<file path="config.mk">
export PLATFORM = sky130hd
export DESIGN_NAME = alu_control_unit_flat
export DESIGN_NICKNAME = d
export VERILOG_FILES = /design/src/rtl/alu_control_unit_if.sv /design/src/rtl/alu_control_unit.sv /design/src/flat_wrapper.sv
export SDC_FILE = /design/constraint.sdc
export NUM_CORES = 1
export LEC_CHECK = 0
export ABC_AREA = 1
export BUFFER_PORTS_ARGS = -buffer_cell sky130_fd_sc_hd__buf_4
export CAP_MARGIN = 20
export CORE_AREA = 2 2 39 41
export CTS_BUF_LIST = sky130_fd_sc_hd__clkbuf_16
export DETAILED_ROUTE_END_ITERATION = 10
export DIE_AREA = 0 0 41 43
export HOLD_SLACK_MARGIN = 0.1
export PLACE_DENSITY = 0.6
export RECOVER_POWER = 100
export SLEW_MARGIN = 0
export SYNTH_ARGS = -nofsm -noshare
export SYNTH_HDL_FRONTEND = slang
export SYNTH_SLANG_ARGS = --single-unit
</file>
<file path="constraint.sdc">
create_clock -name clk -period 0.8 [get_ports clk]
set_clock_uncertainty 0.1 [all_clocks]
set_input_delay 0.2 -clock clk [delete_from_list [all_inputs] [get_ports clk]]
set_output_delay 0.2 -clock clk [all_outputs]
set_load 0.005 [all_outputs]
</file>
<file path="src/rtl/alu_control_unit_if.sv">
// alu_control_unit_if: decode request/response bundle between the ID stage
// and the ALU-control decoder.
//   opcode    : 5-bit instruction major opcode   (master -> slave)
//   funct     : 5-bit instruction function field (master -> slave)
//   operation : 5-bit registered ALU op code     (slave -> master)
//   illegal   : registered undefined-encoding flag (slave -> master)
interface alu_control_unit_if;
  logic [4:0] opcode;
  logic [4:0] funct;
  logic [4:0] operation;
  logic       illegal;

  modport master (output opcode, funct, input  operation, illegal);
  modport slave  (input  opcode, funct, output operation, illegal);
endinterface

</file>
<file path="src/rtl/alu_control_unit.sv">
// alu_control_unit: registered ALU-operation decoder at the ID/EX boundary.
// Decodes {opcode, funct} into a 5-bit ALU operation plus an illegal flag;
// both outputs come straight from flops, one cycle after sampling.
//   clk : rising-edge clock
//   rst : asynchronous active-high reset (operation=0, illegal=0)
//   bus : slave side of alu_control_unit_if (opcode/funct in,
//         operation/illegal out)
module alu_control_unit (
  input  logic                clk,
  input  logic                rst,
  alu_control_unit_if.slave   bus
);

  typedef enum logic [4:0] {
    OPC_NOP = 5'd0, OPC_ART = 5'd1, OPC_LOG = 5'd2, OPC_CRY = 5'd3,
    OPC_IMM = 5'd4, OPC_LD  = 5'd5, OPC_ST  = 5'd6
  } opc_e;

  typedef enum logic [4:0] {
    OP_NOP = 5'd0,  OP_ADD = 5'd1,  OP_SUB = 5'd2,  OP_MUL = 5'd3,
    OP_DIV = 5'd4,  OP_INC = 5'd5,  OP_DEC = 5'd6,  OP_AND = 5'd7,
    OP_OR  = 5'd8,  OP_XOR = 5'd9,  OP_NOT = 5'd10, OP_SHL = 5'd11,
    OP_SHR = 5'd12, OP_ADC = 5'd13, OP_SBB = 5'd14, OP_ROL = 5'd15,
    OP_ROR = 5'd16, OP_PASSB = 5'd17
  } op_e;

  op_e  op_d;
  logic ill_d;

  // Out-of-range funct for a funct-decoded opcode falls through to the
  // default arm of the inner case, giving NOP + illegal.
  always_comb begin
    op_d  = OP_NOP;
    ill_d = 1'b0;
    case (bus.opcode)
      OPC_NOP: ;
      OPC_ART:
        case (bus.funct)
          5'd0: op_d = OP_ADD;
          5'd1: op_d = OP_SUB;
          5'd2: op_d = OP_MUL;
          5'd3: op_d = OP_DIV;
          5'd4: op_d = OP_INC;
          5'd5: op_d = OP_DEC;
          default: ill_d = 1'b1;
        endcase
      OPC_LOG:
        case (bus.funct)
          5'd0: op_d = OP_AND;
          5'd1: op_d = OP_OR;
          5'd2: op_d = OP_XOR;
          5'd3: op_d = OP_NOT;
          5'd4: op_d = OP_SHL;
          5'd5: op_d = OP_SHR;
          default: ill_d = 1'b1;
        endcase
      OPC_CRY:
        case (bus.funct)
          5'd0: op_d = OP_ADC;
          5'd1: op_d = OP_SBB;
          5'd2: op_d = OP_ROL;
          5'd3: op_d = OP_ROR;
          default: ill_d = 1'b1;
        endcase
      OPC_IMM:
        case (bus.funct)
          5'd0: op_d = OP_ADD;
          5'd1: op_d = OP_SUB;
          5'd2: op_d = OP_AND;
          5'd3: op_d = OP_OR;
          5'd4: op_d = OP_XOR;
          5'd5: op_d = OP_PASSB;
          default: ill_d = 1'b1;
        endcase
      // Loads/stores only need the base + offset address add.
      OPC_LD, OPC_ST: op_d = OP_ADD;
      default: ill_d = 1'b1;
    endcase
  end

  always_ff @(posedge clk or posedge rst) begin
    if (rst) begin
      bus.operation <= 5'd0;
      bus.illegal   <= 1'b0;
    end else begin
      bus.operation <= op_d;
      bus.illegal   <= ill_d;
    end
  end

endmodule

</file>
<file path="src/flat_wrapper.sv">
// flat-port wrapper written by rule: the top's interface ports become plain ports
module alu_control_unit_flat 
  (clk, rst, bus_opcode, bus_funct, bus_operation, bus_illegal);
  alu_control_unit_if bus_i ();
  input  logic clk;
  input  logic rst;
  input wire logic [$bits(bus_i.opcode)-1:0] bus_opcode;
  input wire logic [$bits(bus_i.funct)-1:0] bus_funct;
  output wire logic [$bits(bus_i.operation)-1:0] bus_operation;
  output wire logic [$bits(bus_i.illegal)-1:0] bus_illegal;
  assign bus_i.opcode = bus_opcode;
  assign bus_i.funct = bus_funct;
  assign bus_operation = bus_i.operation;
  assign bus_illegal = bus_i.illegal;
  alu_control_unit u_core (.clk(clk), .rst(rst), .bus(bus_i));
endmodule
</file>
==> impl_metrics.csv <==
group,metric,value,unit
placement,place_inst,120,
detailed_routing,routedWlPerCell,12.2,um
worst_setup_path,critPathLaunchType,"flop",
clock_network,cts-root-buf,"clkbuf_16",
yosys,syn_inst,81,
layout,drive_gt1_frac,0.514,
worst_setup_path,cpMaxStageDelayCell,"dfrtp_1",
layout,synthToLayoutAreaGrowth,98.2,%
power,irDropWorstVdd,834,uV
grt,overflow,0,
layout,nFillCells,111,
worst_setup_path,cpPeakStageDelay,0.37,ns
clock_network,cts.path.max_buffers,2,
sta,worst_slew_pin_slew,0.249,ns
grt,grt_pass1_vias,609,
detailed_routing,vias_per_cell,5.04,
yosys,netlist_top_cells_area,"dfrtp_1, nand2_1, nand3_1",
sta,period_share,1.26,
grt,grt_max_degree,7,
power,power_density,1440,mW/mm^2
worst_setup_path,critPathArrivalTime,0.71,ns
detailed_routing,vias,630,
worst_setup_path,worstPathMaxFanout,1,
worst_setup_path,crit_buf_inv,1,
worst_setup_path,required,0.50,ns
sta,hold_violations,0,
clock_network,clock-sinks,6,
detailed_routing,route.detailed.drc,0,
status,status,"finished, violations left",
clock_network,ctsHtreeMaxLevel,1,
floorplanning,die_y,43,um
grt,antenna_found_initial,0,
worst_setup_path,path_class,"flop to output port",
placement,hpwl,1.00,mm
yosys,netlist_area,490,um^2
sta,finalMaxSlewViolations,0,
clock_network,cts_tree,"done",
layout,final_cells,125,
worst_setup_path,end_kind,"output port",
power,totalPowerFinal,1400,uW
power,power.leakage,0.000484,uW
worst_hold_path,hold_class,"primary input to flop",
yosys,synth.avg_cell_area,6.06,um^2
flow_run,maxCapViolCount,0,
detailed_routing,postRouteAntennaNets,0,
clock_network,clkTransAtPathRegs,0.03,ns
floorplanning,core-area,0.00138,mm^2
floorplanning,row_count,14,
detailed_routing,drt_iter0_markers,15,
grt,grt_first_pass_wirelength,2.35,mm
floorplanning,die-area,0.00176,mm^2
sta,layout_min_cycle_time,1.01,ns
floorplanning,fp.dieW,41,um
floorplanning,num_io_pins,18,
sta,rsz0062_at_grt,"true",
sta,setup_violations,11,
yosys,syn_nets,93,
yosys,ys_seq_elements,6,
layout,antennaDiodeCount,0,
floorplanning,floorplan.initialDensity,0.354,
sta,slew_headroom,0.834,
status,violations,"negative setup slack",
worst_setup_path,crit_chain,"buf_6",
placement,portBuffers,17,
yosys,yosysSeqAreaShare,0.306,
placement,place_ws,-0.303,ns
placement,place_congestion,0.884,
detailed_routing,drtPass1Iterations,4,
detailed_routing,wirelength,1.52,mm
yosys,ys_warn_count,0,
sta,max_freq,990,MHz
clock_network,cts-buffers-inserted,3,
sta,whs,0.203,ns
yosys,yosysUniqueCellTypes,15,
yosys,synth_top_area_cell,"dfrtp_1",
yosys,synthDominantCellAreaShare,0.306,
layout,layout.nets,123,
sta,fin_ws,-0.210,ns
grt,grt_usage,0.197,
worst_setup_path,cp_top_family,"flip-flops",
-- final timing paths --
| check | start | end | slack [ns] | cells past startpoint |
|---|---|---|---|---|
| max | u_core.bus.illegal$_DFF_PP0_ | bus_illegal | -0.21 | 1 |
| min | bus_opcode[3] | u_core.bus.illegal$_DFF_PP0_ | 0.20 | 5 |
| max in group asynchronous | rst | u_core.bus.operation[2]$_DFF_PP0_ | 0.14 | 3 |
| min in group asynchronous | rst | u_core.bus.operation[0]$_DFF_PP0_ | 0.33 | 3 |
-- registers in the layout, summed over array words and instances, names as in the netlist --
register and count:
u_core.bus.illegal 1, u_core.bus.operation 5
-- synthesized netlist by cell type --
cell type	instances
a21boi_0	1
nand3_1	14
nand2_2	1
a21o_1	1
a21oi_1	1
nor2_1	9
nor2_2	4
nand4_1	2
nand2_1	25
inv_2	1
nor2_4	1
inv_1	10
dfrtp_1	6
o22ai_1	1
o21ai_0	4
-- per-layer routing --
layer  routed length (um)  track usage  up-vias
met1                  564        0.202      287
met2                  886        0.334       22
met4                    4        0.133        0
li1                     -            -      319
met5                    0            0        -
met3                   64       0.0314        2
-- worst min-delay path, cell delays in order --
cell,delay (ns)
buf_6,0.09
nor2_4,0.04
nand2_1,0.04
o21ai_1,0.05
nand2_1,0.07
-- cells in the final DEF (no fill, tap or decap), types with 2 or more instances in the layout --
cell type / synthesis / layout
nand2_1: 25 / 21
buf_4: 0 / 10
buf_6: 0 / 10
nor2_4: 1 / 7
nand3_1: 14 / 7
inv_1: 10 / 6
nand3_2: 0 / 6
dfrtp_1: 6 / 6
nor2_1: 9 / 4
nand2_4: 0 / 3
nor2_2: 4 / 3
inv_2: 1 / 3
o21ai_1: 0 / 3
clkbuf_16: 0 / 3
buf_8: 0 / 3
nand2_2: 1 / 2
nand4_1: 2 / 2
-- power by group --
part	leakage, uW	switching [uW]	total (uW)	internal, uW
sequential	0.0000793	3.15	315	312
combinational	0.000368	151	287	136
clock	0.0000370	158	799	641
total	0.000484	312	1400	1090
-- logic make-up after synthesis --
logic type | count (synthesis) | synth area share
simple gates | 56 | 0.515
buf+inv | 11 | 0.0842
compound gates | 8 | 0.0944
flops | 6 | 0.306
-- metrics by stage --
step	util	instance area, um^2	setup TNS (ns)
6_report	0.703	972	-1.51
3_3_place_gp	0.532	736	-1.66
5_1_grt	0.703	972	-1.91
3_5_place_dp	0.532	736	-1.65
4_1_cts	0.657	910	-1.28
2_1_floorplan	-	543	-0.249
-- timing repair --
action,4_1_cts,5_1_grt
resized for setup,23,16
hold endpoints to repair,6,0
buffers inserted,0,1
pin swaps,11,8
hold buffers,1,0
endpoints found under the setup margin,12,18
-- area by class of cell --
| cell class | count | area, um^2 | area share |
|---|---|---|---|
| tap | 16 | 20.0 | 0.0206 |
| sequential | 6 | 150 | 0.154 |
| timing repair buffer | 25 | 246 | 0.254 |
| clock buffer | 3 | 75.1 | 0.0772 |
| multi-input combinational | 64 | 423 | 0.435 |
| inverter | 11 | 57.6 | 0.0592 |
(Power assumes the default switching activity.)
